`src/rtl/mem_access_stage_if.sv`:
```
// Data-memory request/acknowledge bus between the memory-access stage (master) and data memory.
interface mem_access_stage_if #(
   parameter int unsigned ADDR_W = 16,
   parameter int unsigned DATA_W = 16
) ();
   logic              req;
   logic              we;
   logic [ADDR_W-1:0] addr;
   logic [DATA_W-1:0] wdata;
   logic [DATA_W-1:0] rdata;
   logic              ack;

   modport master (output req, we, addr, wdata, input rdata, ack);
   modport slave  (input req, we, addr, wdata, output rdata, ack);
endinterface

```
`src/rtl/mem_access_stage.sv`:
```
// Memory-access stage: bypasses ALU results or runs one load/store per instruction on dmem,
// stalling upstream while busy. Optional access timeout built when MEM_TIMEOUT_EN is defined.
module mem_access_stage #(
   parameter int unsigned DATA_W = 16,
   parameter int unsigned ADDR_W = 16,
   parameter int unsigned WA_W   = 5
`ifdef MEM_TIMEOUT_EN
   ,
   parameter int unsigned TIMEOUT = 64
`endif
) (
   input  logic               clk,
   input  logic               rst,
   input  logic               in_valid,
   input  logic               mem_bypass_in,
   input  logic               mem_we_in,
   input  logic               mux_in,
   input  logic [DATA_W-1:0]  rd2_in,
   input  logic [DATA_W-1:0]  alu_in,
   input  logic [WA_W-1:0]    wa_in,
   output logic               stall_out,
   mem_access_stage_if.master dmem,
   output logic               wb_valid,
   output logic               wb_we,
   output logic [WA_W-1:0]    wb_wa,
   output logic [DATA_W-1:0]  wb_data,
   output logic               mem_err
);

   typedef enum logic [0:0] {StIdle, StBusy} state_e;

   state_e            state;
   logic [DATA_W-1:0] alu_c;
   logic              mux_c;
   logic              we_c;
   logic [WA_W-1:0]   wa_c;
`ifdef MEM_TIMEOUT_EN
   logic [7:0]        cnt;
`endif

   assign stall_out = (state == StBusy);

   always_ff @(posedge clk) begin
      if (rst) begin
         state      <= StIdle;
         alu_c      <= '0;
         mux_c      <= 1'b0;
         we_c       <= 1'b0;
         wa_c       <= '0;
         dmem.req   <= 1'b0;
         dmem.we    <= 1'b0;
         dmem.addr  <= '0;
         dmem.wdata <= '0;
         wb_valid   <= 1'b0;
         wb_we      <= 1'b0;
         wb_wa      <= '0;
         wb_data    <= '0;
`ifdef MEM_TIMEOUT_EN
         cnt        <= '0;
         mem_err    <= 1'b0;
`endif
      end else begin
         wb_valid <= 1'b0;
         wb_we    <= 1'b0;
`ifdef MEM_TIMEOUT_EN
         mem_err  <= 1'b0;
`endif
         case (state)
            StIdle: begin
               // mux_in is ignored on bypass: an illegal bypass+mux still writes back alu_in
               if (in_valid && mem_bypass_in) begin
                  wb_valid <= 1'b1;
                  wb_we    <= (wa_in != '0);
                  wb_wa    <= wa_in;
                  wb_data  <= alu_in;
               end else if (in_valid) begin
                  state      <= StBusy;
                  alu_c      <= alu_in;
                  mux_c      <= mux_in;
                  we_c       <= mem_we_in;
                  wa_c       <= wa_in;
                  dmem.req   <= 1'b1;
                  dmem.we    <= mem_we_in;
                  dmem.addr  <= alu_in[ADDR_W-1:0];
                  dmem.wdata <= rd2_in;
`ifdef MEM_TIMEOUT_EN
                  cnt        <= '0;
`endif
               end
            end
            StBusy: begin
               if (dmem.ack) begin
                  state    <= StIdle;
                  dmem.req <= 1'b0;
                  wb_valid <= 1'b1;
                  wb_wa    <= wa_c;
                  if (we_c) begin
                     wb_we   <= 1'b0;
                     wb_data <= '0;
                  end else begin
                     wb_we   <= (wa_c != '0);
                     wb_data <= mux_c ? dmem.rdata : alu_c;
                  end
`ifdef MEM_TIMEOUT_EN
               end else if (cnt == 8'(TIMEOUT - 1)) begin
                  // Abort: retire the instruction without a register write and flag it
                  state    <= StIdle;
                  dmem.req <= 1'b0;
                  wb_valid <= 1'b1;
                  wb_wa    <= wa_c;
                  wb_data  <= '0;
                  mem_err  <= 1'b1;
               end else begin
                  cnt <= cnt + 8'd1;
`endif
               end
            end
            default: state <= StIdle;
         endcase
      end
   end

`ifndef MEM_TIMEOUT_EN
   assign mem_err = 1'b0;
`endif

endmodule

```
`src/flat_wrapper.sv`:
```
// flat-port wrapper written by rule: the top's interface ports become plain ports
module mem_access_stage_flat 
#(
   parameter int unsigned DATA_W = 16,
   parameter int unsigned ADDR_W = 16,
   parameter int unsigned WA_W   = 5

)
  (clk, rst, in_valid, mem_bypass_in, mem_we_in, mux_in, rd2_in, alu_in, wa_in, stall_out, wb_valid, wb_we, wb_wa, wb_data, mem_err, dmem_req, dmem_we, dmem_addr, dmem_wdata, dmem_rdata, dmem_ack);
  mem_access_stage_if #(.ADDR_W(ADDR_W), .DATA_W(DATA_W)) dmem_i ();
  input  logic clk;
  input  logic rst;
  input  logic in_valid;
  input  logic mem_bypass_in;
  input  logic mem_we_in;
  input  logic mux_in;
  input  logic [DATA_W-1:0] rd2_in;
  input  logic [DATA_W-1:0] alu_in;
  input  logic [WA_W-1:0] wa_in;
  output logic stall_out;
  output logic wb_valid;
  output logic wb_we;
  output logic [WA_W-1:0] wb_wa;
  output logic [DATA_W-1:0] wb_data;
  output logic mem_err;
  output wire logic [$bits(dmem_i.req)-1:0] dmem_req;
  output wire logic [$bits(dmem_i.we)-1:0] dmem_we;
  output wire logic [$bits(dmem_i.addr)-1:0] dmem_addr;
  output wire logic [$bits(dmem_i.wdata)-1:0] dmem_wdata;
  input wire logic [$bits(dmem_i.rdata)-1:0] dmem_rdata;
  input wire logic [$bits(dmem_i.ack)-1:0] dmem_ack;
  assign dmem_req = dmem_i.req;
  assign dmem_we = dmem_i.we;
  assign dmem_addr = dmem_i.addr;
  assign dmem_wdata = dmem_i.wdata;
  assign dmem_i.rdata = dmem_rdata;
  assign dmem_i.ack = dmem_ack;
  mem_access_stage #(.DATA_W(DATA_W), .ADDR_W(ADDR_W), .WA_W(WA_W)) u_core (.clk(clk), .rst(rst), .in_valid(in_valid), .mem_bypass_in(mem_bypass_in), .mem_we_in(mem_we_in), .mux_in(mux_in), .rd2_in(rd2_in), .alu_in(alu_in), .wa_in(wa_in), .stall_out(stall_out), .dmem(dmem_i), .wb_valid(wb_valid), .wb_we(wb_we), .wb_wa(wb_wa), .wb_data(wb_data), .mem_err(mem_err));
endmodule
```
`config.mk`:
```
export PLATFORM = sky130hd
export DESIGN_NAME = mem_access_stage_flat
export DESIGN_NICKNAME = d
export VERILOG_FILES = /design/src/rtl/mem_access_stage_if.sv /design/src/rtl/mem_access_stage.sv /design/src/flat_wrapper.sv
export SDC_FILE = /design/constraint.sdc
export NUM_CORES = 1
export LEC_CHECK = 0
export CAP_MARGIN = 20
export CORE_MARGIN = 3
export CORE_UTILIZATION = 30
export DETAILED_ROUTE_END_ITERATION = 7
export DONT_BUFFER_PORTS = 1
export SYNTH_ARGS = -nofsm -noshare
export SYNTH_HDL_FRONTEND = slang
export SYNTH_SLANG_ARGS = --single-unit
```
`constraint.sdc`:
```
create_clock -name clk -period 1.75 [get_ports clk]
set_input_delay 0.35 -clock clk [delete_from_list [all_inputs] [get_ports clk]]
set_output_delay 0.35 -clock clk [all_outputs]
set_load 0.02 [all_outputs]
```
==> impl_results.md, run 1 <==
- Setup slack, reg-to-reg: ~0.34 ns
- Peak supply drop: about 330 µV
- Max Slew Vio Count: 0
- GR Util met3: 0.0778
- Final min period: 1.41 ns
- Post-CTS sizing: 0
- Initial cell density of the core: 0.313
- Post-Synth Simple-Gate Area: 0.183
- Boundary pin count: between 100 and 150
- Vias in the first global route: 2148
- GR Layer Usage met2: 0.230
- Distinct cells, synth: 26
- Diodes inserted: 0
- Seq cells post-synth: 64
- PortBufs: 0
- Clock Path Buffers: 2
- CTS tree: built
- Final period utilization: 0.808
- Setup-failing EPs final: 0
- Clk sinks: 64
- Worst-skew pair later-pin latency: 0.33 ns
- Mapped cell area: between 2000 and 3000 µm²
- Starting DRC count in detailed routing: 73
- CTS Buf Count: 9
- Initial antenna violation count: 0
- Critical Path Sink: u_core.alu_c[6]$_SDFFE_PP0P_
- Critical path class: reg2reg
- Worst hold path class: in2reg
- Critical path data required time: approximately 2.0 ns
- Gr busiest metal: met2
- Worst-path clk slew: about 0.07 ns
- Leak: 1.07 nW
- GR Util All Layers: 0.143
- DR WL/cell: roughly 18 µm
- Placer Congestion: between 0.7 and 0.8
- CP Launch Type: flip-flop
- GRT met1 Usage: 0.168
- Setup slack after layout: about 0.34 ns
- Synth warn: 0
- Pin count of the biggest net entering global routing: 65
- Top-area cell type share of the netlist area: 0.465
- Die area: a little over 10000 µm²
- Crit Path Max Fanout: 20
- DRT Pass-1 Iters: 4
- Setup Fix Bufs, Post-CTS: 0
- Clock root cell: clkbuf_8
- Actual slew at the worst max-slew pin: between 0.5 and 0.6 ns
- CTS H-tree lvls: 3
- Post-Syn Nets: between 300 and 400
- Outcome: finished, final reports clean
- CP endpoint kind: flip-flop
- Part of the Yosys area used for sequential elements: 0.465
- Final setup skew: 0.0101 ns
- Max Fclk: approximately 0.71 GHz
- Area grow syn2layout: 10.8%
- Total Wirelength: around 7500 µm
- Xor/xnor cell area share of the yosys netlist: 0
- Post-synthesis compound-gate area fraction: 0.214
- Final net count: approximately 360
- RR Endpoint: u_core.alu_c[6]$_SDFFE_PP0P_
- Critical R2R Launch: u_core.stall_out$_SDFF_PP0_
- Share of cells above drive strength 1: 0.197
- HPWL after DPL: slightly above 5000 µm
- Hold-fix buffers, CTS: 0
- Max_slew headroom: 0.655
- Pwr Density: roughly 1100 nW/µm²
- Num rows: 34
- Final-layout fill cell count: between 800 and 900
- Drt via density: roughly 5.1
- Post-synthesis adder-cell area fraction: 0
- Cell taking the most area after synthesis: dfxtp_1
- RSZ-0062 raised after global routing: no
- R2R depth: 5
- First-pass GRT wire length: around 11000 µm
- Die width: 102 µm
- Largest family of logic cells by synthesized area: compound AO/OA/AOI/OAI gates
- Worst EP arrival: approximately 1.6 ns
- Mapped Cells: 313
- Final hold vios: 0
- DRC Markers: 0
- Crit path launch: u_core.stall_out$_SDFF_PP0_
- Post-synthesis mux area share: 0.0835
- ANT nets after route: 0
- Max Cap Viol: 0
- Synth Area per Inst: approximately 8.8 µm²
- CORE AREA: between 8000 and 9000 µm²
- Setup_tns: 0 ns
- Ranking of synthesized cells by area: dfxtp_1 46%, nand2_1 11%, a211oi_2 9.1%
- Pre-CTS setup slack: around 0.33 ns
- Grt total ovfl: 0
- Die height: about 100 µm
- DR vias: 2128
## layer usage
layer  routed length (µm)  up-vias
li1                     -     1061
met3                  866        6
met1                 3110      979
met2                 3470       82
met4                   65        0
met5                    0        -
## final cells by class
cell class,count,area [µm²],share of cell area
sequential,64,1280,0.419
clock inverter,3,40.0,0.0131
multi-input combinational,218,1330,0.436
clock buffer,13,159,0.0520
timing repair buffer,11,108,0.0352
tap,108,135,0.0442
## stage by stage
stage	hold WS, ns	total power, W	instance area [µm²]	instances	utilization
finish	0.0790	0.00333	3060	417	0.347
global route	0.0489	0.00350	3060	417	0.347
CTS	0.0595	0.00340	3060	417	0.347
detailed placement	0.426	0.00210	2860	401	0.324
global placement	0.424	0.00209	2860	401	0.324
floorplan	0.449	0.00203	2760	313	-
## worst max-delay path, cell delays in order, from the launching register on
cell	delay, ns
dfxtp_1	0.34
buf_4	0.18
or3b_1	0.40
buf_4	0.22
nand2_1	0.09
a21oi_1	0.06
## how the worst min path moves through the flow
stage | start | end | slack, ns | cells past startpoint
detailed placement | rst | u_core.dmem.wdata[12]$_SDFFE_PP0P_ | 0.43 | 1
floorplan | u_core.wa_c[0]$_SDFFE_PP0P_ | u_core.wa_c[0]$_SDFFE_PP0P_ | 0.45 | 2
global placement | rst | u_core.dmem.wdata[9]$_SDFFE_PP0P_ | 0.42 | 1
finish | rst | u_core.dmem.wdata[10]$_SDFFE_PP0P_ | 0.08 | 1
global route | rst | u_core.wb_data[10]$_SDFFE_PP0P_ | 0.05 | 1
CTS | rst | u_core.dmem.wdata[10]$_SDFFE_PP0P_ | 0.06 | 1
## Yosys cell counts
| library cell | instances |
|---|---|
| nor2b_1 | 5 |
| or3b_1 | 1 |
| o21ai_0 | 1 |
| nand2b_1 | 1 |
| mux2_1 | 2 |
| buf_2 | 7 |
| a211oi_1 | 1 |
| buf_6 | 2 |
| and2_1 | 1 |
| a211o_1 | 1 |
| clkbuf_1 | 20 |
| mux2_2 | 14 |
| a211oi_2 | 20 |
| conb_1 | 1 |
| nor2_1 | 2 |
| buf_4 | 2 |
| nor3_1 | 23 |
| nand2_1 | 79 |
| a22oi_1 | 13 |
| nor3b_1 | 1 |
| mux2i_1 | 5 |
| or4_1 | 1 |
| or2_4 | 1 |
| a21oi_1 | 44 |
| and3b_1 | 1 |
| dfxtp_1 | 64 |
## registers in the layout, indices dropped and copies added (netlist names)
name and flops:
u_core.wa_c 5, u_core.mux_c 1, u_core.wb_data 16, u_core.we_c 1, u_core.dmem.req 1, u_core.wb_wa 5
u_core.alu_c 16, u_core.dmem.wdata 16, u_core.wb_we 1, u_core.stall_out 1, u_core.wb_valid 1
## cells in the final DEF (no fill, tap or decap), types with 2 or more instances in the layout
cell and count:
a211oi_2 20, a21oi_1 44, a22oi_1 13, buf_12 2, buf_4 9, clkbuf_1 2, clkbuf_8 11, clkinv_2 2
dfxtp_1 64, mux2_1 2, mux2_2 14, mux2i_1 5, nand2_1 79, nor2_1 2, nor2b_1 5, nor3_1 23
## power by group
part           total, W  internal (W)  switching (W)
sequential      0.00172       0.00155       0.000171
combinational  0.000338      0.000153       0.000185
clock           0.00127      0.000733       0.000540
total           0.00333       0.00243       0.000897
## cells by family after synthesis
group           Yosys count
compound gates           80
buf+inv                  31
flops                    64
mux                      21
other cells               1
simple gates            116
(Power assumes the default switching activity.)
==> inputs of run 2 (changes only) <==
clock period = 1.1 ns   (was 1.75 ns; I/O delays follow)
==> impl_results.md, run 2 (synthesis gave the netlist of run 1 again) <==
- Setup slack after layout: -0.137 ns
- Vias in the first global route: 2525
- Worst hold path stage count: 1
- Diodes inserted: 0
- Setup-failing EPs final: 64
- Final net count: ~420
- Max Fclk: just over 0.8 GHz
- Critical path class: reg2reg
- Total Wirelength: roughly 8500 µm
- Outcome: finished, violations left
- Die width: approximately 100 µm
- DRT Pass-1 Iters: 4
- Clock root cell: clkbuf_8
- Drt via density: 5.17
- Peak supply drop: 575 µV
- Pre-CTS setup slack: -0.246 ns
- CTS Buf Count: 9
- GR Util met3: 0.0560
- Initial cell density of the core: 0.313
- Clk sinks: between 60 and 70
- Num rows: 34
- PortBufs: 0
- CP endpoint kind: flip-flop
- GRT met1 Usage: 0.178
- DR vias: approximately 2400
- Worst-path clk slew: about 0.070 ns
- CTS H-tree lvls: 3
- R2R depth: 4
- Int Power: between 0.003 and 0.004 W
- Crit Path Max Fanout: 18
- Gr busiest metal: met2
- Clock Power Share: 0.341
- HPWL after DPL: about 5500 µm
- Grt total ovfl: 0
- Most frequent cells in the layout: 78 x nand2_1, 56 x dfxtp_1, 45 x buf_4
- Final period utilization: 1.12
- Net Switching: around 0.0016 W
- Share of cells above drive strength 1: 0.424
- Pwr Density: roughly 1500 nW/µm²
- RSZ-0062 raised after global routing: yes
- Worst-skew pair later-pin latency: around 0.33 ns
- Comb pwr share: 0.181
- CORE AREA: slightly below 9000 µm²
- Clock Path Buffers: 2
- Worst hold slack: -0.0502 ns
- Final setup skew: around 0.010 ns
- Leak: roughly 1.4 nW
- Starting DRC count in detailed routing: 70
- ANT nets after route: 0
- Setup_tns: -7.11 ns
- Final hold vios: 28
- Initial antenna violation count: 0
- DR WL/cell: roughly 18 µm
- Die height: around 100 µm
- Pin count of the biggest net entering global routing: 65
- Sw frac: 0.290
- First-pass GRT wire length: approximately 13000 µm
- Largest registers: u_core.alu_c: 16 flops, u_core.dmem.wdata: 16 flops, u_core.wb_data: 16 flops
- Final min period: around 1.2 ns
- Boundary pin count: 119
- GR Util All Layers: 0.160
- Commonest non-fill, non-tap cell in the layout: nand2_1
- Max Slew Vio Count: 0
- Placer Congestion: ~0.8
- CTS tree: built
- Failing checks: negative hold slack, negative setup slack
- Max Cap Viol: 0
- Worst hold path class: in2reg
- DRC Markers: 0
- Seq pwr share: 0.478
- CP Launch Type: flip-flop
- Area grow syn2layout: 34.5%
- Die area: between 10000 and 15000 µm²
- GR Layer Usage met2: 0.282
- Critical path data required time: 1.31 ns
- Worst EP arrival: between 1 and 1.5 ns
[run 2: changes by cell type in the layout (fill, tap and decap cells not counted), sizes merged]
cell,change
bufinv,-1
buf,+46
clkinvlp,+1
clkbuf,+1
or2,+3
clkinv,+2
[run 2: routing by layer]
layer / part of all wire / up-vias
li1: - / 1173
met1: 0.41 / 1143
met2: 0.49 / 93
met3: 0.086 / 17
met4: 0.021 / 0
met5: 0 / -
[run 2: final cells by class]
type	instances	area [µm²]
Multi-Input combinational cell	221	1510
Tap cell	108	135
Timing Repair Buffer	60	592
Sequential cell	64	1290
Clock inverter	5	31.3
Clock buffer	11	151
Fill cell	877	5100
[run 2: timing repair]
item / in CTS / in global routing
resized for setup: 21 / 34
endpoints found under the setup margin: 65 / 66
gates cloned: 3 / 3
pin swaps: 3 / 4
hold endpoints to repair: 64 / 64
setup buffers: 2 / 1
[run 2: path summary, 6_finish.rpt]
check	slack, ns	from	endpoint
setup / recovery	-0.14	u_core.stall_out$_SDFF_PP0_	u_core.mux_c$_SDFFE_PP0P_
hold / removal	-0.05	rst	u_core.dmem.wdata[8]$_SDFFE_PP0P_
setup reg to reg	-0.14	u_core.stall_out$_SDFF_PP0_	u_core.mux_c$_SDFFE_PP0P_
hold reg to reg	0.47	u_core.wa_c[2]$_SDFFE_PP0P_	u_core.wa_c[2]$_SDFFE_PP0P_
[run 2: power groups by stage]
| stage | Sequential, W | Combinational (W) | Clock [W] |
|---|---|---|---|
| floorplan | 0.00275 | 0.000508 | 0 |
| global placement | 0.00264 | 0.000828 | 0 |
| detailed placement | 0.00264 | 0.000843 | 0 |
| CTS | 0.00259 | 0.000907 | 0.00194 |
| global route | 0.00262 | 0.00107 | 0.00204 |
| finish | 0.00260 | 0.000983 | 0.00185 |
[run 2: through the flow]
| step | hold WS, ns | cell area (µm²) | power, W | cells | util |
|---|---|---|---|---|---|
| 2_1_floorplan | 0.356 | 2820 | 0.00325 | 313 | - |
| 3_3_place_gp | 0.286 | 3200 | 0.00347 | 444 | 0.363 |
| 3_5_place_dp | 0.287 | 3200 | 0.00349 | 444 | 0.363 |
| 4_1_cts | -0.0788 | 3490 | 0.00544 | 465 | 0.397 |
| 5_1_grt | -0.0721 | 3710 | 0.00573 | 469 | 0.421 |
| 6_report | -0.0502 | 3710 | 0.00544 | 469 | 0.421 |
[run 2: worst max-delay path: stages, from the launching register on]
cell     delay (ns)
dfxtp_4        0.37
or3b_4         0.43
buf_12         0.17
nand2_1        0.08
a21oi_2        0.06
==> RTL change, RTL diff (config.mk and constraints of run 1) <==
`DATA_W` is set to 16 in 3 places; all go to 24.
--- a/src/rtl/mem_access_stage_if.sv
+++ b/src/rtl/mem_access_stage_if.sv
@@ -2,5 +2,5 @@
 interface mem_access_stage_if #(
    parameter int unsigned ADDR_W = 16,
-   parameter int unsigned DATA_W = 16
+   parameter int unsigned DATA_W = 24
 ) ();
    logic              req;
--- a/src/rtl/mem_access_stage.sv
+++ b/src/rtl/mem_access_stage.sv
@@ -2,5 +2,5 @@
 // stalling upstream while busy. Optional access timeout built when MEM_TIMEOUT_EN is defined.
 module mem_access_stage #(
-   parameter int unsigned DATA_W = 16,
+   parameter int unsigned DATA_W = 24,
    parameter int unsigned ADDR_W = 16,
    parameter int unsigned WA_W   = 5
--- a/src/flat_wrapper.sv
+++ b/src/flat_wrapper.sv
@@ -2,5 +2,5 @@
 module mem_access_stage_flat 
 #(
-   parameter int unsigned DATA_W = 16,
+   parameter int unsigned DATA_W = 24,
    parameter int unsigned ADDR_W = 16,
    parameter int unsigned WA_W   = 5
Interface: changed (5 resized); port bits go from 119 to 159. The function was not compared with the original's and may differ.
==> RTL change against run 1 <==
Sequential power grew 37%; combinational power increased by 45%; sequential cell count is 24 higher; core utilization down 1.2 points; count of clock-buffer cells in the layout fell by 2; total power grew 39%; final area increased by 40%; worst setup slack worse by 0.19 ns; wire length grew 43%; critical path type unchanged; critical endpoint is now u_core.wb_data[1]; synthesized area grew 44%; via count is 44% higher.
==> RTL change: results (changes against run 1) <==
WL per Instance 18.1 µm (+0.31%); routability cong. 0.750 (+4.1%); synth unique cells 24 (-7.7%); register area share after synthesis 0.443 (-0.0216); dpl ws 0.134 ns (-0.198 ns); M1 wire length 4.26 mm (+37%); met3 WL 1.26 mm (+46%); worst r2r dst u_core.wb_data[1]; R2R cell count 4 (-1); clock root cell clkbuf_16; Crit-path slowest cell dfxtp_1; CP max FO 24 (+20%); fin nets 500 (+37%); GRT met1 Usage 0.159 (-0.00936); DR top layer met4; synth top area cells dfxtp_1 44%, nand2_1 10%, a211oi_2 9.1%; Synth top cells by count 111 x nand2_1, 88 x dfxtp_1, 65 x a21oi_1, 31 x nor3_1, 29 x a211oi_2; met2 WL 5.01 mm (+45%); Arr. time, crit path 1.86 ns (+0.23 ns); initial DRC count 157 (+120%); Post-Route Skew 0.00765 ns (-0.00242 ns); largest registers u_core.dmem.wdata: 24 flops, u_core.wb_data: 24 flops, u_core.dmem.addr: 15 flops; worst hold margin 0.0824 ns (+0.00341 ns); hpwl dp 7.39 mm (+43%); via/cell ratio 5.18 (+1.4%); fillcell total 1301 (+47%); r2r setup slk 0.14 ns (-0.19 ns); vias in the first global route 3121 (+45%); Worst VDD drop 0.386 mV (+16%); Most used DFF post-synth dfxtp_1; share of layout cells above drive strength 1 0.204 (+0.00686); outcome finished clean; CP max stage delay 0.49 ns (+0.09 ns); GR Util met3 0.0732 (-0.00462); Static Leak 1.46 nW (+37%); first-pass GRT wire length 16.3 mm (+45%); Hold Path Sink u_core.alu_c[21]; syn_nets 533 (+43%); total track usage 0.144 (+0.00138)
-- RTL change: cell types whose count changed after synthesis, moves of 6 or more --
cell,delta
a211oi_2,+9
nand2_1,+32
dfxtp_1,+24
nor3_1,+8
buf_4,+22
a21oi_1,+21
buf_2,+6
mux2_2,+10
-- RTL change: through the flow --
stage          cells  area (µm²)
3_5_place_dp     577        4000
3_3_place_gp     577        4000
5_1_grt          593        4270
4_1_cts          593        4270
2_1_floorplan    449        3980
6_report         593        4270
-- RTL change: worst max path at each step --
stage	endpoint	slack, ns	cells past startpoint	start
after floorplan	u_core.dmem.addr[11]	0.32	6	u_core.stall_out
after global placement	u_core.wb_valid	0.21	4	u_core.stall_out
after detailed placement	u_core.wb_data[2]	0.13	4	u_core.stall_out
after CTS	u_core.wb_data[2]	0.12	4	u_core.stall_out
after global routing	u_core.wb_data[0]	0.03	4	u_core.stall_out
final	u_core.wb_data[1]	0.14	4	u_core.stall_out
-- RTL change: where the power goes --
part / internal [W] / total [W] / switching, W / leakage [nW]
Clock: 0.000995 / 0.00178 / 0.000781 / 0.128
Combinational: 0.000220 / 0.000489 / 0.000269 / 0.612
Sequential: 0.00213 / 0.00235 / 0.000226 / 0.722
-- RTL change: cell families after synthesis --
logic type / synth area share
DFF: 0.443
AOI/OAI and AO/OA: 0.207
buffers and inverters: 0.0929
other: 0.000943
and+or+nand+nor: 0.176
muxes: 0.0806
-- RTL change: area by class of cell --
type / instances / area share
Clock buffer: 11 / 0.0568
Clock inverter: 5 / 0.00761
Multi-Input combinational cell: 303 / 0.434
Sequential cell: 88 / 0.412
Tap cell: 172 / 0.0504
Timing Repair Buffer: 14 / 0.0392
-- RTL change: worst reg2reg max path, delay by kind of cell, from the launching register on --
family,cells,cell delay [ns]
compound gates,1,0.20
buf+inv,1,0.22
flops,1,0.49
simple gates,2,0.62
